==> src/rtl/scmp_dly_seq.sv <==
// scmp_dly_seq -- multi-cycle sequencer for the SC/MP DLY instruction.
//
// Takes ownership of the shared 8-bit ALU for the whole delay and counts the
// accumulator and displacement down using DEC operations. With no ALU stalls
// the sequence is busy for exactly 13 + 2*AC + 2*disp + 512*disp cycles and
// leaves the accumulator at 0xFF. Every cycle with a request and no grant
// stretches the delay by one cycle.
//
// Ports:
//   clk_i      in   1  system clock, rising edge
//   rst_n_i    in   1  synchronous active-low reset
//   start_i    in   1  begin a DLY (sampled only while idle)
//   ac_i       in   8  accumulator value at start
//   disp_i     in   8  displacement byte at start (unsigned)
//   alu_req_o  out  1  shared ALU request
//   alu_gnt_i  in   1  ALU grant; a request is consumed on req && gnt
//   alu_op_o   out  4  ALU_OP_DEC (4'h1) while requesting, else ALU_OP_NUL (4'h0)
//   alu_a_o    out  8  ALU A operand (counter being decremented)
//   alu_b_o    out  8  ALU B operand, constant 0x00
//   alu_res_i  in   8  ALU result
//   alu_cy_i   in   1  ALU carry-out; for DEC, 1 when the operand was 0x00
//   busy_o     out  1  sequence in progress
//   done_o     out  1  one-cycle pulse in the final busy cycle
//   ac_o       out  8  final accumulator, valid with done_o and held after
//
// ALU handshake: alu_req_o, alu_op_o and alu_a_o depend only on state and
// registers. An operation completes on the rising edge where alu_req_o and
// alu_gnt_i are both high; alu_res_i/alu_cy_i are captured on that edge.
// Without a grant the request, opcode and operand are held unchanged.

module scmp_dly_seq #(
  parameter int OVH_CYCLES = 11
) (
  input  logic       clk_i,
  input  logic       rst_n_i,
  input  logic       start_i,
  input  logic [7:0] ac_i,
  input  logic [7:0] disp_i,
  output logic       alu_req_o,
  input  logic       alu_gnt_i,
  output logic [3:0] alu_op_o,
  output logic [7:0] alu_a_o,
  output logic [7:0] alu_b_o,
  input  logic [7:0] alu_res_i,
  input  logic       alu_cy_i,
  output logic       busy_o,
  output logic       done_o,
  output logic [7:0] ac_o
);

  localparam logic [3:0] ALU_OP_NUL = 4'h0;
  localparam logic [3:0] ALU_OP_DEC = 4'h1;

  // OVH lasts OVH_CYCLES cycles: the counter is loaded with N-1 and the
  // state is left in the cycle where it reads zero.
  localparam logic [3:0] OVH_INIT = 4'(OVH_CYCLES - 1);

  typedef enum logic [2:0] {
    S_IDLE   = 3'd0,
    S_OVH    = 3'd1,
    S_DEC_AC = 3'd2,
    S_CHK_AC = 3'd3,
    S_DEC_D  = 3'd4,
    S_CHK_D  = 3'd5
  } state_t;

  state_t     r_state;
  logic [7:0] r_acc;
  logic [7:0] r_dcnt;
  logic [3:0] r_ovh;
  logic       r_borrow;
  logic [7:0] r_ac_out;

  logic w_dec_ac;
  logic w_dec_d;

  assign w_dec_ac = (r_state == S_DEC_AC);
  assign w_dec_d  = (r_state == S_DEC_D);

  always_ff @(posedge clk_i) begin
    if (!rst_n_i) begin
      r_state  <= S_IDLE;
      r_acc    <= 8'h00;
      r_dcnt   <= 8'h00;
      r_ovh    <= 4'h0;
      r_borrow <= 1'b0;
      r_ac_out <= 8'h00;
    end else begin
      case (r_state)
        S_IDLE: begin
          if (start_i) begin
            r_acc   <= ac_i;
            r_dcnt  <= disp_i;
            r_ovh   <= OVH_INIT;
            r_state <= S_OVH;
          end
        end
        S_OVH: begin
          if (r_ovh == 4'h0) begin
            r_state <= S_DEC_AC;
          end else begin
            r_ovh <= r_ovh - 4'h1;
          end
        end
        S_DEC_AC: begin
          if (alu_gnt_i) begin
            r_acc    <= alu_res_i;
            r_borrow <= alu_cy_i;
            r_state  <= S_CHK_AC;
            // Final decrement: publish the result so ac_o is already valid
            // in the CHK_AC cycle that carries done_o.
            if (alu_cy_i && (r_dcnt == 8'h00)) begin
              r_ac_out <= alu_res_i;
            end
          end
        end
        S_CHK_AC: begin
          if (!r_borrow) begin
            r_state <= S_DEC_AC;
          end else if (r_dcnt == 8'h00) begin
            r_state <= S_IDLE;
          end else begin
            r_state <= S_DEC_D;
          end
        end
        S_DEC_D: begin
          if (alu_gnt_i) begin
            r_dcnt  <= alu_res_i;
            r_state <= S_CHK_D;
          end
        end
        S_CHK_D: begin
          // acc wrapped to 0xFF on the borrow, so the next AC pass is 256 DECs.
          r_state <= S_DEC_AC;
        end
        default: begin
          r_state <= S_IDLE;
        end
      endcase
    end
  end

  assign busy_o    = (r_state != S_IDLE);
  assign done_o    = (r_state == S_CHK_AC) && r_borrow && (r_dcnt == 8'h00);
  assign ac_o      = r_ac_out;
  assign alu_req_o = w_dec_ac | w_dec_d;
  assign alu_op_o  = (w_dec_ac | w_dec_d) ? ALU_OP_DEC : ALU_OP_NUL;
  assign alu_a_o   = w_dec_ac ? r_acc : (w_dec_d ? r_dcnt : 8'h00);
  assign alu_b_o   = 8'h00;

endmodule

==> config.mk <==
export PLATFORM = sky130hd
export DESIGN_NAME = scmp_dly_seq
export DESIGN_NICKNAME = d
export VERILOG_FILES = /design/src/rtl/scmp_dly_seq.sv
export SDC_FILE = /design/constraint.sdc
export NUM_CORES = 1
export LEC_CHECK = 0
export ABC_AREA = 1
export CELL_PAD_IN_SITES_DETAIL_PLACEMENT = 1
export CELL_PAD_IN_SITES_GLOBAL_PLACEMENT = 1
export CORE_MARGIN = 5
export CORE_UTILIZATION = 28
export CTS_CLUSTER_DIAMETER = 100
export DETAILED_ROUTE_END_ITERATION = 7
export PLACE_DENSITY_LB_ADDON = 0.1
export SYNTH_ARGS = -nofsm -noshare
export SYNTH_HDL_FRONTEND = slang
export SYNTH_SLANG_ARGS = --single-unit
==> constraint.sdc <==
create_clock -name clk_i -period 1.3 [get_ports clk_i]
set_input_delay 0.13 -clock clk_i [delete_from_list [all_inputs] [get_ports clk_i]]
set_output_delay 0.13 -clock clk_i [all_outputs]
set_load 0.005 [all_outputs]
After elaboration in Yosys (flattened, before gate mapping):

Index checks and enable logic that the tools add are counted.

* reduce and logical (&&, ||, !) cells: 16
* multiplexer cells: 18
* bitwise logic cells: 1
* add/subtract/negate cells: 1
* equal/unequal tests: 10

Operators with widths (number)
* 2-to-1 mux 8 bit: 5
* case mux 8 bit (2 select lines): 2
* 2-to-1 mux 3 bit: 6
* case mux 3 bit (6 select lines): 1
* AND reduction 3 bit: 4
* != test 2 bit (second input constant): 5
* zero test 8 bit: 1
* 2-to-1 mux 4 bit: 2
* case mux 4 bit (2 select lines): 1
* equality test 3 x 2 -> 1 bit (second input constant): 2
* equality test 3 bit (second input constant): 2
* nonzero test 2 bit: 3
* zero test 4 bit: 1
* AND reduction 4 bit: 1
* subtractor 4 x 1 -> 4 bit (second input constant): 1
* equality test 3 x 1 -> 1 bit (second input constant): 1
* logical AND 1 bit: 3
* zero test 3 bit: 1
* nonzero test 3 bit: 1
* AND reduction 2 bit: 1
* 2-to-1 mux 1 bit: 1
* OR 1 bit: 1

* logic and storage cells: 52
* output and inout port bits: 31
* input bits: 29
* bits in registers: 32

Depth between registers and ports, before layout:

* depth after elaboration: 4
* mapped depth: 10

Worst setup path after synthesis:

No wires, ideal clock.

* path type: register to output
* start point: reg r_state[0]
* end point: out alu_op_o[0]
* setup slack: -0.089 ns
* buffers on the path: 4
* cell stages (with the launch flop): 8
* arrival: 1.259 ns
* path through: dfxtp_1 -> buf_2 -> nor2_4 -> nand2_2 -> buf_2 -> buf_2 -> nand2_1 -> buf_4

* word-level cells in the longest chain between the ends: 3
* elaborated cells on any way between the ends: 4
* classes of those cells: eq/ne: 2; mux: 1; bitwise: 1

Ends and longest elaborated chain
* start, declared: line 67 `state_t r_state;`
* start signal, assigned: line 82 `r_state <= S_IDLE;`
* start signal, assigned: line 95 `r_state <= S_OVH;`
* start signal, assigned: line 100 `r_state <= S_DEC_AC;`
* equality test 3 x 2 -> 1 bit / equality test 3 bit (equally long branches): line 77, 78
* OR 1 bit *
* named net alu_req_o: line 39 `output logic alu_req_o,`
* 2-to-1 mux 1 bit *: line 147 `assign alu_op_o = (w_dec_ac | w_dec_d) ? ALU_OP_DEC : ALU_OP_NUL;`
* end, declared: line 41 `output logic [3:0] alu_op_o,`

Mark *: on every way through the listed nets, which the timed path passes. The rest lies on a longest branch.

Final worst setup path:

* start point: reg r_state[0]
* end point: reg r_dcnt[4]

* word-level cells in the longest chain between the ends: 3
* elaborated cells on any way between the ends: 7
* classes of those cells: eq/ne: 3; mux: 1; reduce/logical: 3

Ends and longest elaborated chain
* equality test 3 bit / zero test 3 bit (equally long branches): line 89 `case (r_state)`
* != test 2 bit (no source line) / nonzero test 2 bit (equally long branches)
* AND reduction 3 bit (no source line)
* end signal, assigned: line 93 `r_dcnt <= disp_i;`
* end signal, assigned: line 128 `r_dcnt <= alu_res_i;`
* end, declared: line 69 `logic [7:0] r_dcnt;`

Several ways; a longest one is shown, not always the timed one.
A chain may end at the register's enable or synchronous reset.

==> reports/summary.txt <==
fraction of layout cells with a size suffix above 1 -> 38.6%
Pins Over Slew Limit -> 0
Worst-path clk slew -> 70 ps
First-pass DRT Iterations -> 4
simple-gate share of the synthesized area -> 38.7%
Internal Power -> 2.63 mW
Unique masters post-synth -> 28
RSZ-0062 raised after global routing -> yes
predominant post-synthesis flop cell -> dfxtp_1
Post-Route WL -> 7100 um
CP Capture Point -> r_dcnt[4]$_SDFFE_PN0P_
Synth Area in Adders -> 0.665%
status -> finished with violations
die height -> 92.0 um
initial antenna violation count -> 0
Clk Latency, worst-skew pair -> 290 ps
vias in the first global route -> 2311
maximum clock frequency -> 694 MHz
worst path cell trace -> nor2_4 > buf_6 > nand3b_4 > o211ai_4 > clkbuf_16 > nand2_2 > nand2_1 > nor2_1
syn_area_per_cell -> 6.23 sq um
core area -> 0.00646 sq mm
largest family of logic cells by synthesized area -> simple AND/OR/NAND/NOR gates
slowest stage delay, CP -> 370 ps
Post-DP HPWL -> 4750 um
type of the worst setup path -> reg -> reg
CTS H-tree depth -> 2
top cells by area, synth -> dfxtp_1 (34%), nand2_1 (16%), nor2_1 (12%)
Peak VDD IR -> 0.428 mV
Total Power -> 4.29 mW
max_cap viols -> 0
post-layout min period -> 1440 ps
Root Buffer Master -> clkbuf_8
post-synthesis async set-or-reset flop share -> 0%
Hold Vio Cnt, Final -> 0
Critical R2R Launch -> r_state[0]$_SDFFE_PN0P_
Detail Route Antenna Nets -> 0
Crit. Startpoint -> r_state[0]$_SDFFE_PN0P_
setup TNS -> -3340 ps
Switching Fraction -> 38.8%
Post-Place Worst Slack -> -316 ps
combinational share of power -> 52.7%
CTS Buffer Depth -> 2
Area growth, synth to finish -> 73.9%
post-synthesis mux area share -> 0%
routed via count -> 2166
total CTS buffers -> 5
antenna cells -> 0
hold path depth -> 2
CTS tree -> done
Post-synth EDFFs -> 0
skew final -> 4.93 ps
GPL Wtd Cong -> 0.783
Critical Path AT -> 1620 ps
Site Rows -> 29
violated checks -> negative setup slack
Post-Syn Area -> 0.00188 sq mm
HP Class -> reg -> reg
Die ar. -> 0.00846 sq mm
die width -> 92.0 um
share of the synthesized area in the top cell type -> 34.0%
Compound-Gate Fraction of Synth Area -> 10.4%
sequential fraction of design power -> 28.7%
Synthesis Warnings -> 0
I/O pin total -> 60
Pleak -> 1.59 nW
critical-path maximum fanout -> 8
DR vias/cell -> 4.50
PortBufs -> 48
#FFs+latches synth -> 32
Setup Viol. Count Final -> 42
largest net degree at the start of global routing -> 21
gr usage total -> 17.0%
Critical Path Source Type -> flip-flop
global-route wire length before repair -> 11500 um
PD cells -> 1310 mW/mm^2
Clk pwr share -> 18.6%
Crit. End Element -> flip-flop
cells after synthesis -> 302
WL per Instance -> 14.8 um
RR Endpoint -> r_dcnt[4]$_SDFFE_PN0P_
largest area contributor in the netlist -> dfxtp_1
Layout Cells excl Fill -> 481
Sink Count -> 32
Switch Pwr -> 1.67 mW
fin nets -> 433
Final period util -> 111%
setup ws final -> -142 ps
residual DRC count -> 0
Starting Density -> 29.1%
number of instances in the placed design -> 459
FF-to-FF path depth -> 8
worst reg2reg setup slack -> -140 ps
Slowest-stage cell, CP -> dfxtp_4
grt ovf -> 0
critical path required time -> 1480 ps
Synth Area in XOR/XNOR -> 0%
drt first-iter violations -> 57
Seq/Total Area, Yosys -> 34.0%
[cells by family after synthesis]
kind of cell | Yosys count
and+or+nand+nor | 171
buffers and inverters | 62
adders and majority gates | 1
other | 1
AOI/OAI and AO/OA | 35
DFF | 32
[per-stage QoR]
step                hold WS (ps)  area [sq um]  utilization, %
floorplan                    342          1940               -
global placement             447          2710            41.9
detailed placement           467          2710            41.9
CTS                          474          3050            47.2
global route                 485          3270            50.7
finish                       460          3270            50.7
[timing repair]
item | 4_1_cts | 5_1_grt
endpoints found under the setup margin | 41 | 45
cloned | 2 | 1
resized for setup | 113 | 57
buffers inserted | 9 | 3
pin swaps | 20 | 22
hold buffers | 0 | 0
[worst min-delay path by stage]
stage          slack, ps                     to                   from
2_1_floorplan        340  r_ovh[0]$_SDFFE_PN0P_                start_i
3_3_place_gp         450  r_ovh[0]$_SDFFE_PN0P_  r_ovh[0]$_SDFFE_PN0P_
3_5_place_dp         470  r_ovh[0]$_SDFFE_PN0P_  r_ovh[0]$_SDFFE_PN0P_
4_1_cts              470   ac_o[0]$_SDFFE_PN0P_   ac_o[0]$_SDFFE_PN0P_
5_1_grt              490   ac_o[0]$_SDFFE_PN0P_   ac_o[0]$_SDFFE_PN0P_
6_report             460   ac_o[0]$_SDFFE_PN0P_   ac_o[0]$_SDFFE_PN0P_
[cell usage after synthesis, types with 2 or more instances]
cell,n
a21oi_1,7
buf_1,2
buf_2,4
buf_4,13
buf_6,2
dfxtp_1,32
inv_1,35
inv_2,5
nand2_1,81
nand2_2,2
nand3_1,17
nand4_1,3
nor2_1,60
nor2_4,2
o21ai_0,10
o21ai_1,8
o22ai_1,8
[placed cells by master (no fill, tap or decap), types with 5 or more instances in the layout]
master / Yosys / routed
nor2_2: 1 / 7
inv_2: 5 / 7
nand2_1: 81 / 51
clkdlybuf4s50_1: 0 / 33
nand2_2: 2 / 19
o22ai_2: 0 / 5
inv_1: 35 / 30
buf_2: 4 / 9
nor2_4: 2 / 8
o21ai_1: 8 / 13
buf_6: 2 / 16
dfxtp_1: 32 / 25
clkbuf_8: 0 / 6
nand3_1: 17 / 13
nand2_4: 1 / 13
conb_1: 1 / 11
o21ai_0: 10 / 5
dfxtp_2: 0 / 5
buf_4: 13 / 39
nor2_1: 60 / 48
a21oi_1: 7 / 5
[power groups by stage]
stage               Sequential, mW  Clock (mW)  Combinational, mW
floorplan                     1.21           0              0.930
detailed placement            1.23           0               1.60
CTS                           1.22       0.826               1.92
finish                        1.23       0.800               2.26
global placement              1.22           0               1.57
global route                  1.25       0.880               2.48
[routing by layer]
| metal | GRT usage (%) | share of wire (%) | routed length [um] | up-vias |
|---|---|---|---|---|
| met5 | 0 | 0 | 0 | - |
| met4 | 4.46 | 1.0 | 74 | 0 |
| met3 | 2.54 | 3.3 | 231 | 7 |
| met2 | 32.4 | 53 | 3780 | 47 |
| met1 | 19.6 | 42 | 3010 | 997 |
| li1 | - | - | - | 1115 |
[worst max-delay path, delay by kind of cell, from the launching register on]
kind / cells / cell delay (ps)
compound gates: 1 / 150
simple gates: 5 / 450
flops: 1 / 370
buf+inv: 2 / 360
[final cells by class]
cell class / count / area (sq um)
multi-input cells: 219 / 1290
clock buffers: 8 / 90.1
well taps: 77 / 96.3
repair buffers: 104 / 966
inverters: 40 / 165
fillers: 828 / 3190
repair inverters: 1 / 6.26
flip-flops and latches: 32 / 654
[sequential cells by signal, summed over array words and instances (netlist names)]
| register | cells |
|---|---|
| ac_o | 8 |
| r_acc | 8 |
| r_dcnt | 8 |
| r_ovh | 4 |
| r_state | 3 |
| r_borrow | 1 |
No activity file was read; power rests on OpenSTA's default activity.
